### config.mk
export PLATFORM = sky130hd
export DESIGN_NAME = rptr_handler
export DESIGN_NICKNAME = d
export VERILOG_FILES = /design/src/rtl/rptr_handler.sv
export SDC_FILE = /design/constraint.sdc
export NUM_CORES = 1
export LEC_CHECK = 0
export ABC_AREA = 1
export CORE_UTILIZATION = 49
export DETAILED_ROUTE_END_ITERATION = 8
export HOLD_SLACK_MARGIN = 0.12
export MAX_ROUTING_LAYER = met4
export PLACE_DENSITY = 0.82
export SYNTH_ARGS = -nofsm -noshare
export SYNTH_HDL_FRONTEND = slang
export SYNTH_SLANG_ARGS = --single-unit
export TNS_END_PERCENT = 50
### constraint.sdc
create_clock -name r_clk -period 3.61 [get_ports r_clk]
set_clock_uncertainty 0.1 [all_clocks]
set_input_delay 0.9025 -clock r_clk [delete_from_list [all_inputs] [get_ports r_clk]]
set_output_delay 0.9025 -clock r_clk [all_outputs]
set_load 0.05 [all_outputs]
### src/rtl/rptr_handler.sv
// Read-side pointer controller for the async FIFO: binary/Gray read pointers, empty, almost_empty, level, sticky underflow.
// Latency: all status registered, one r_clk edge after r_en / g_wptr_sync; r_addr is a combinational slice of b_rptr.
// Backpressure: reads while empty are refused (pointers hold) and latch underflow until clr_uflow.
module rptr_handler #(
  parameter int PTR_WIDTH = 4,
  parameter int AE_THRESH = 2
) (
  input  logic                 r_clk,
  input  logic                 r_rst_n,
  input  logic                 r_en,
  input  logic [PTR_WIDTH-1:0] g_wptr_sync,
  input  logic                 clr_uflow,
  output logic [PTR_WIDTH-1:0] b_rptr,
  output logic [PTR_WIDTH-1:0] g_rptr,
  output logic [PTR_WIDTH-2:0] r_addr,
  output logic                 empty,
  output logic                 almost_empty,
  output logic [PTR_WIDTH-1:0] r_level,
  output logic                 underflow
);

  logic [PTR_WIDTH-1:0] b_rptr_q, b_rptr_d;
  logic [PTR_WIDTH-1:0] g_rptr_q, g_rptr_d;
  logic [PTR_WIDTH-1:0] level_q, level_d;
  logic [PTR_WIDTH-1:0] b_wptr_sync;
  logic                 empty_q, empty_d;
  logic                 ae_q, ae_d;
  logic                 uflow_q, uflow_d;
  logic                 rd_ok;

  // Gray-to-binary decode of the synchronised write pointer, MSB downward.
  always_comb begin
    b_wptr_sync = '0;
    b_wptr_sync[PTR_WIDTH-1] = g_wptr_sync[PTR_WIDTH-1];
    for (int i = PTR_WIDTH-2; i >= 0; i--) begin
      b_wptr_sync[i] = b_wptr_sync[i+1] ^ g_wptr_sync[i];
    end
  end

  always_comb begin
    rd_ok    = r_en & ~empty_q;
    b_rptr_d = b_rptr_q + {{(PTR_WIDTH-1){1'b0}}, rd_ok};
    g_rptr_d = b_rptr_d ^ (b_rptr_d >> 1);
    empty_d  = (g_rptr_d == g_wptr_sync);
    level_d  = b_wptr_sync - b_rptr_d;
    ae_d     = (level_d <= PTR_WIDTH'(AE_THRESH));
    uflow_d  = uflow_q;
    if (r_en && empty_q) begin
      uflow_d = 1'b1;
    end else if (clr_uflow) begin
      uflow_d = 1'b0;
    end
  end

  always_ff @(posedge r_clk or negedge r_rst_n) begin
    if (!r_rst_n) begin
      b_rptr_q <= '0;
      g_rptr_q <= '0;
      level_q  <= '0;
      empty_q  <= 1'b1;
      ae_q     <= 1'b1;
      uflow_q  <= 1'b0;
    end else begin
      b_rptr_q <= b_rptr_d;
      g_rptr_q <= g_rptr_d;
      level_q  <= level_d;
      empty_q  <= empty_d;
      ae_q     <= ae_d;
      uflow_q  <= uflow_d;
    end
  end

  assign b_rptr       = b_rptr_q;
  assign g_rptr       = g_rptr_q;
  assign r_addr       = b_rptr_q[PTR_WIDTH-2:0];
  assign empty        = empty_q;
  assign almost_empty = ae_q;
  assign r_level      = level_q;
  assign underflow    = uflow_q;

endmodule

==> qor.log, run 1 <==
[min_path] path type of the worst min-delay path reg -> reg
[grt] first-pass GRT wire length 2.87 mm
[grt] overall routing resource usage 21.2%
[critical_path] worst setup path category in -> reg
[clock_tree] TritonCTS Sinks 14
[run] number of violations of the max-capacitance limit 0
[clock_tree] register clock-pin slew on the reported worst setup and hold paths 0.08 ns
[timing] achievable frequency 338 MHz
[floorplan] Die Ht 43.7 um
[clock_tree] number of buffers on the longest clock path 2
[timing] setup repair after global routing missed its margin false
[yosys] leading post-synthesis cells by cell area sky130_fd_sc_hd__dfrtp_1 (35%), sky130_fd_sc_hd__nand2_1 (12%), sky130_fd_sc_hd__nand2_2 (7.3%)
[yosys] mean post-synth cell area 8.19 um^2
[floorplan] core area 0.00156 mm^2
[status] outcome finished with violations
[drt] via total after detailed routing 729
[clock_tree] clock latency on the worst-skew pair 0.27 ns
[floorplan] area of the die 0.00191 mm^2
[placement] number of cells after detailed placement 141
[clock_tree] buffer type at the clock tree root sky130_fd_sc_hd__clkbuf_4
[layout] final standard cell count with taps included and fillers excluded 144
[timing] Finish-stage setup viols 0
[layout] signed area change from the synthesized netlist to the final layout 30.8%
[yosys] library cells used by synthesis 20
[floorplan] I/O pin total 26
[placement] post-detailed-placement half-perimeter wirelength 1.31 mm
[critical_path] required time of the critical path 3.72 ns
[placement] Port Buffers 25
[grt] maximum number of pins on one net before global-route repair 15
[yosys] YS warnings 0
[grt] vias in the first global route 668
[critical_path] startpoint kind of the worst setup timing path primary input
[yosys] top cell type's share of synthesized area 35.2%
[timing] Tcrit/Tclk final 82.1%
[clock_tree] Setup Fix Bufs, Post-CTS 0
[critical_path] critical path's largest stage delay 0.53 ns
[yosys] number of flip-flops and latches in the synthesized netlist 14
[yosys] fraction of the yosys area taken by sequential cells 41.4%
[yosys] cell taking the most area after synthesis sky130_fd_sc_hd__dfrtp_1
[critical_path] CP max stage cell sky130_fd_sc_hd__clkdlybuf4s50_1
[yosys] Netlist Area Pre-Place 852 um^2
[timing] setup TNS 0 ns
[critical_path] nature of the critical path endpoint register
[drt] detail-routed via count per cell 5.06
[grt] global route overflow 0
[timing] Final Hold Fails 0
[yosys] number of instances in the synthesized netlist 104
[critical_path] Cell Chain, Critical Path clkdlybuf4s50_1 -> inv_1 -> nand2_2 -> nand2_2 -> xor2_2 -> xor2_1 -> ha_1 -> fa_1 -> inv_1 -> nand2_1 -> nand3_1 -> nor2_2
[placement] Placed Area 0.00109 mm^2
[critical_path] data arrival at the endpoint of the critical path 3.07 ns
[yosys] post-synthesis net count 117
[critical_path] Critical R2R Launch empty$_DFF_PN1_
[grt] number of antenna violations at the first check in global routing 0
[layout] fraction of final layout cells with drive strength greater than 1 18.8%
[min_path] origin of the worst min-delay path underflow$_DFFE_PN0P_
[drt] Total Routed Length 1.60 mm
[timing] Slew Limit Headroom 59.0%
[layout] Final Cell Area 0.00111 mm^2
[drt] post-detailed-route wirelength per cell 11.1 um
[clock_tree] total clock buffers created by CTS 3
[status] violations in the final reports DRC
[critical_path] first element of the critical path g_wptr_sync[2]
[clock_tree] cts-stage hold buffer count 0
[layout] total inserted antenna cells 0
[clock_tree] Resized Gates After CTS 0
[timing] minimum clock period 2.96 ns
[clock_tree] # H-tree levels 1
[layout] layout net count 143
[drt] DRC viols 3
[critical_path] maximum fanout count along the critical path 3
[floorplan] Die Span X 43.7 um
[placement] Final Wtd Congestion 0.803
[floorplan] Site Rows 14
[timing] total count of max-transition violations in the final report 0
[drt] Initial DRC Count 21
[clock_tree] TritonCTS clock tree built
[drt] first-pass iteration count of the detailed router 6
[timing] slew of the pin with the lowest slew margin 0.614 ns
[floorplan] Initial Util 54.7%
[drt] post-detailed-route count of antenna-violating nets 0
critical path: cells and delay by family:
kind	cells	cell delay (ns)
adder cells (fa/ha/maj)	2	0.73
buffers and inverters	3	0.67
AND/OR/NAND/NOR	5	0.43
XOR/XNOR	2	0.34
cells in the final DEF, fill, tap and decap left out, types with 3 or more instances in the layout:
master,netlist,final
sky130_fd_sc_hd__nand2_1,28,28
sky130_fd_sc_hd__nand3_1,11,11
sky130_fd_sc_hd__clkbuf_4,0,3
sky130_fd_sc_hd__nand4_1,3,3
sky130_fd_sc_hd__inv_1,15,15
sky130_fd_sc_hd__nand2_2,10,10
sky130_fd_sc_hd__dfrtp_1,12,12
sky130_fd_sc_hd__clkdlybuf4s50_1,0,25
sky130_fd_sc_hd__inv_2,3,3
sky130_fd_sc_hd__ha_1,4,4
final cells by class:
cell class	count	area, um^2
fill	127	444
sequential	14	353
tap	16	20.0
clock buffer	3	22.5
timing repair buffer	25	250
inverter	18	67.6
multi-input combinational	68	402
cell families (layout without fill, tap and decap cells):
group / after synthesis / in the layout / share of synthesized area, %
compound gates: 2 / 2 / 1.47
xor+xnor: 2 / 2 / 2.94
fa+ha+maj: 5 / 5 / 8.22
buf+inv: 22 / 46 / 11.5
flops: 14 / 14 / 41.4
simple gates: 59 / 59 / 34.5
cell usage after synthesis (all sizes together):
| library cell | count |
|---|---|
| nand4 | 3 |
| inv | 18 |
| nor2 | 3 |
| nand2 | 40 |
| xor2 | 2 |
| buf | 4 |
| dfstp | 2 |
| dfrtp | 12 |
| o21bai | 1 |
| o21ai | 1 |
| ha | 4 |
| or2 | 1 |
| fa | 1 |
| nand3 | 12 |
routing by layer:
layer  part of all wire (%)  GRT usage (%)  vias to the layer above
li1                       -              -                      365
met1                     47           29.0                      337
met2                     46           31.0                       25
met3                    5.5           3.33                        2
met4                    1.6           9.38                        0
met5                      0              -                        -
state kept, by name, indices dropped and copies added (netlist names):
signal        flops
almost_empty      1
r_level           4
g_rptr            3
empty             1
b_rptr            4
underflow         1
path summary, 6_finish.rpt:
kind,end,slack [ns],depth (start not counted)
min in group asynchronous,b_rptr[3]$_DFF_PN0_,0.91,1
worst min-delay path,underflow$_DFFE_PN0P_,0.43,2
worst max-delay path,almost_empty$_DFF_PN1_,0.65,12
max in group asynchronous,r_level[0]$_DFF_PN0_,2.10,1
worst max register to register,almost_empty$_DFF_PN1_,1.30,13
worst min register to register,underflow$_DFFE_PN0P_,0.43,2
through the flow:
stage | worst slack [ns] | hold slack (ns) | utilization, %
3_5_place_dp | 0.389 | 0.418 | 70.1
3_3_place_gp | 0.445 | 0.421 | 70.1
4_1_cts | 0.660 | 0.432 | 71.5
2_1_floorplan | 1.05 | 0.507 | -
6_report | 0.647 | 0.426 | 71.5
5_1_grt | 0.511 | 0.455 | 71.5
Power of run 1 is not shown: default switching activity piles up to over one toggle a cycle in this logic, so the estimate is an artifact.
==> run 2, diff against run 1 <==
--- a/config.mk
+++ b/config.mk
@@ -6,11 +6,11 @@
 export NUM_CORES = 1
 export LEC_CHECK = 0
 export ABC_AREA = 1
-export CORE_UTILIZATION = 49
+export CORE_UTILIZATION = 41
 export DETAILED_ROUTE_END_ITERATION = 8
 export HOLD_SLACK_MARGIN = 0.12
 export MAX_ROUTING_LAYER = met4
-export PLACE_DENSITY = 0.82
+export PLACE_DENSITY = 0.73
 export SYNTH_ARGS = -nofsm -noshare
 export SYNTH_HDL_FRONTEND = slang
 export SYNTH_SLANG_ARGS = --single-unit
==> constraint.sdc (replaced) <==
create_clock -name r_clk -period 2.6 [get_ports r_clk]
set_clock_uncertainty 0.1 [all_clocks]
set_input_delay 0.65 -clock r_clk [delete_from_list [all_inputs] [get_ports r_clk]]
set_output_delay 0.65 -clock r_clk [all_outputs]
set_load 0.05 [all_outputs]
==> run 2 against run 1 <==
  * The run now ends clean
  * Critical path depth is 2 lower
  * Wire length grew 3.8%
  * Die area is 19% higher
  * Worst setup slack got worse by 0.46 ns
  * Highest routed layer unchanged
  * Sequential share of layout area is 3.1 points lower
  * Register-to-register slack lost 0.80 ns
  * Design area is 11% higher
  * Via count grew 3.4%
  * Utilization down 8.6 points
==> qor.log, run 2 (same netlist as run 1, synthesis figures left out) <==
[placement] number of cells after detailed placement 162
[critical_path] CP delay by family, top adder cells
[critical_path] maximum fanout count along the critical path 4
[run] number of violations of the max-capacitance limit 0
[clock_tree] cts-stage hold buffer count 0
[layout] Filler cells 180
[drt] via total after detailed routing 754
[clock_tree] buffer type at the clock tree root sky130_fd_sc_hd__clkbuf_4
[placement] worst setup timing slack at the placement stage -0.294 ns
[drt] detail-routed via count per cell 4.54
[layout] total inserted antenna cells 0
[critical_path] Cell Chain, Critical Path clkdlybuf4s50_1 -> inv_1 -> nor2_1 -> ha_1 -> ha_1 -> fa_1 -> inv_1 -> nand2_1 -> nand3_1 -> nor2_2
[min_path] path type of the worst min-delay path reg -> reg
[layout] commonest cells after routing, fill and taps aside sky130_fd_sc_hd__nand2_1 (28), sky130_fd_sc_hd__clkdlybuf4s50_1 (23), sky130_fd_sc_hd__inv_1 (15), sky130_fd_sc_hd__dfrtp_1 (12), sky130_fd_sc_hd__nand3_1 (11)
[critical_path] CP max stage cell sky130_fd_sc_hd__clkdlybuf4s50_1
[critical_path] worst setup path category in -> reg
[critical_path] critical path's largest stage delay 0.48 ns
[timing] total count of max-transition violations in the final report 0
[timing] setup TNS 0 ns
[timing] Slew Limit Headroom 61.6%
[layout] layout net count 153
[grt] number of antenna violations at the first check in global routing 0
[grt] vias in the first global route 634
[grt] overall routing resource usage 17.3%
[timing] Tcrit/Tclk final 92.9%
[floorplan] Die Ht 47.6 um
[grt] global route overflow 0
[placement] Port Buffers 25
[timing] setup repair after global routing missed its margin false
[clock_tree] TritonCTS Sinks 14
[critical_path] required time of the critical path 2.72 ns
[grt] maximum number of pins on one net before global-route repair 15
[drt] Initial DRC Count 11
[drt] post-detailed-route count of antenna-violating nets 0
[clock_tree] number of buffers on the longest clock path 2
[grt] first-pass GRT wire length 2.64 mm
[clock_tree] clock latency on the worst-skew pair 0.27 ns
[timing] setup ws final 0.186 ns
[clock_tree] TritonCTS clock tree built
[timing] Final Hold Fails 0
[clock_tree] # H-tree levels 1
[status] outcome finished, final reports clean
[critical_path] startpoint kind of the worst setup timing path primary input
[drt] post-detailed-route wirelength per cell 9.98 um
[clock_tree] Setup Fix Bufs, Post-CTS 0
[timing] slew of the pin with the lowest slew margin 0.574 ns
[placement] post-detailed-placement half-perimeter wirelength 1.40 mm
[layout] leading cell type in the layout, fill and taps excluded sky130_fd_sc_hd__nand2_1
[drt] Total Routed Length 1.66 mm
[layout] fraction of final layout cells with drive strength greater than 1 25.9%
[drt] DRC viols 0
[timing] minimum clock period 2.41 ns
[floorplan] area of the die 0.00226 mm^2
[critical_path] nature of the critical path endpoint register
[timing] Finish-stage setup viols 0
[clock_tree] register clock-pin slew on the reported worst setup and hold paths 0.08 ns
[timing] achievable frequency 414 MHz
[placement] Final Wtd Congestion 0.797
[clock_tree] total clock buffers created by CTS 3
[clock_tree] Resized Gates After CTS 0
[layout] signed area change from the synthesized netlist to the final layout 44.9%
[floorplan] Die Span X 47.6 um
[critical_path] data arrival at the endpoint of the critical path 2.53 ns
[layout] final standard cell count with taps included and fillers excluded 166
[floorplan] I/O pin total 26
[timing] Post-Route Hold Slack 0.432 ns
[drt] first-pass iteration count of the detailed router 4
[critical_path] Buffers & Inverters on Critical Path 3
[floorplan] core area 0.00196 mm^2
[floorplan] Site Rows 16
[floorplan] Initial Util 43.4%
==> run 2: cell type report <==
cell class	count	area [um^2]	area share, %
sequential	14	353	28.6
clock buffer	4	36.3	2.94
inverter	18	67.6	5.47
tap	27	33.8	2.74
multi-input combinational	68	414	33.5
timing repair buffer	35	330	26.7
==> run 2: final timing paths <==
path / from / end / slack (ns) / cells past startpoint
worst max register to register: empty$_DFF_PN1_ / almost_empty$_DFF_PN1_ / 0.50 / 13
worst min register to register: underflow$_DFFE_PN0P_ / underflow$_DFFE_PN0P_ / 0.43 / 2
min in group asynchronous: r_rst_n / b_rptr[3]$_DFF_PN0_ / 0.64 / 1
worst min-delay path: underflow$_DFFE_PN0P_ / underflow$_DFFE_PN0P_ / 0.43 / 2
worst max-delay path: r_en / almost_empty$_DFF_PN1_ / 0.19 / 10
max in group asynchronous: r_rst_n / almost_empty$_DFF_PN1_ / 1.39 / 1
==> run 2: worst reg2reg max path, stage by stage (launching register included) <==
cell and delay, ns:
sky130_fd_sc_hd__dfstp_2 0.54, sky130_fd_sc_hd__nor2_1 0.05, sky130_fd_sc_hd__ha_1 0.21, sky130_fd_sc_hd__ha_4 0.30, sky130_fd_sc_hd__inv_1 0.05, sky130_fd_sc_hd__ha_1 0.26, sky130_fd_sc_hd__inv_1 0.04, sky130_fd_sc_hd__o21bai_1 0.14
sky130_fd_sc_hd__nand2_2 0.07, sky130_fd_sc_hd__nand2_2 0.07, sky130_fd_sc_hd__inv_2 0.04, sky130_fd_sc_hd__nand2_2 0.05, sky130_fd_sc_hd__nand2_2 0.05, sky130_fd_sc_hd__nor2_2 0.07
==> run 2: metal layers <==
layer,global-route usage [%],vias to the layer above,part of all wire (%)
li1,-,388,-
met1,22.4,341,46
met2,27.4,21,47
met3,2.26,4,4.6
met4,6.67,0,1.8
met5,-,-,0
==> run 2: metrics by stage <==
step	utilization [%]	instance area, um^2
2_1_floorplan	-	852
3_3_place_gp	60.2	1180
3_5_place_dp	60.2	1180
4_1_cts	62.1	1220
5_1_grt	62.9	1230
6_report	62.9	1230
Power of run 2 is left out for the same reason.
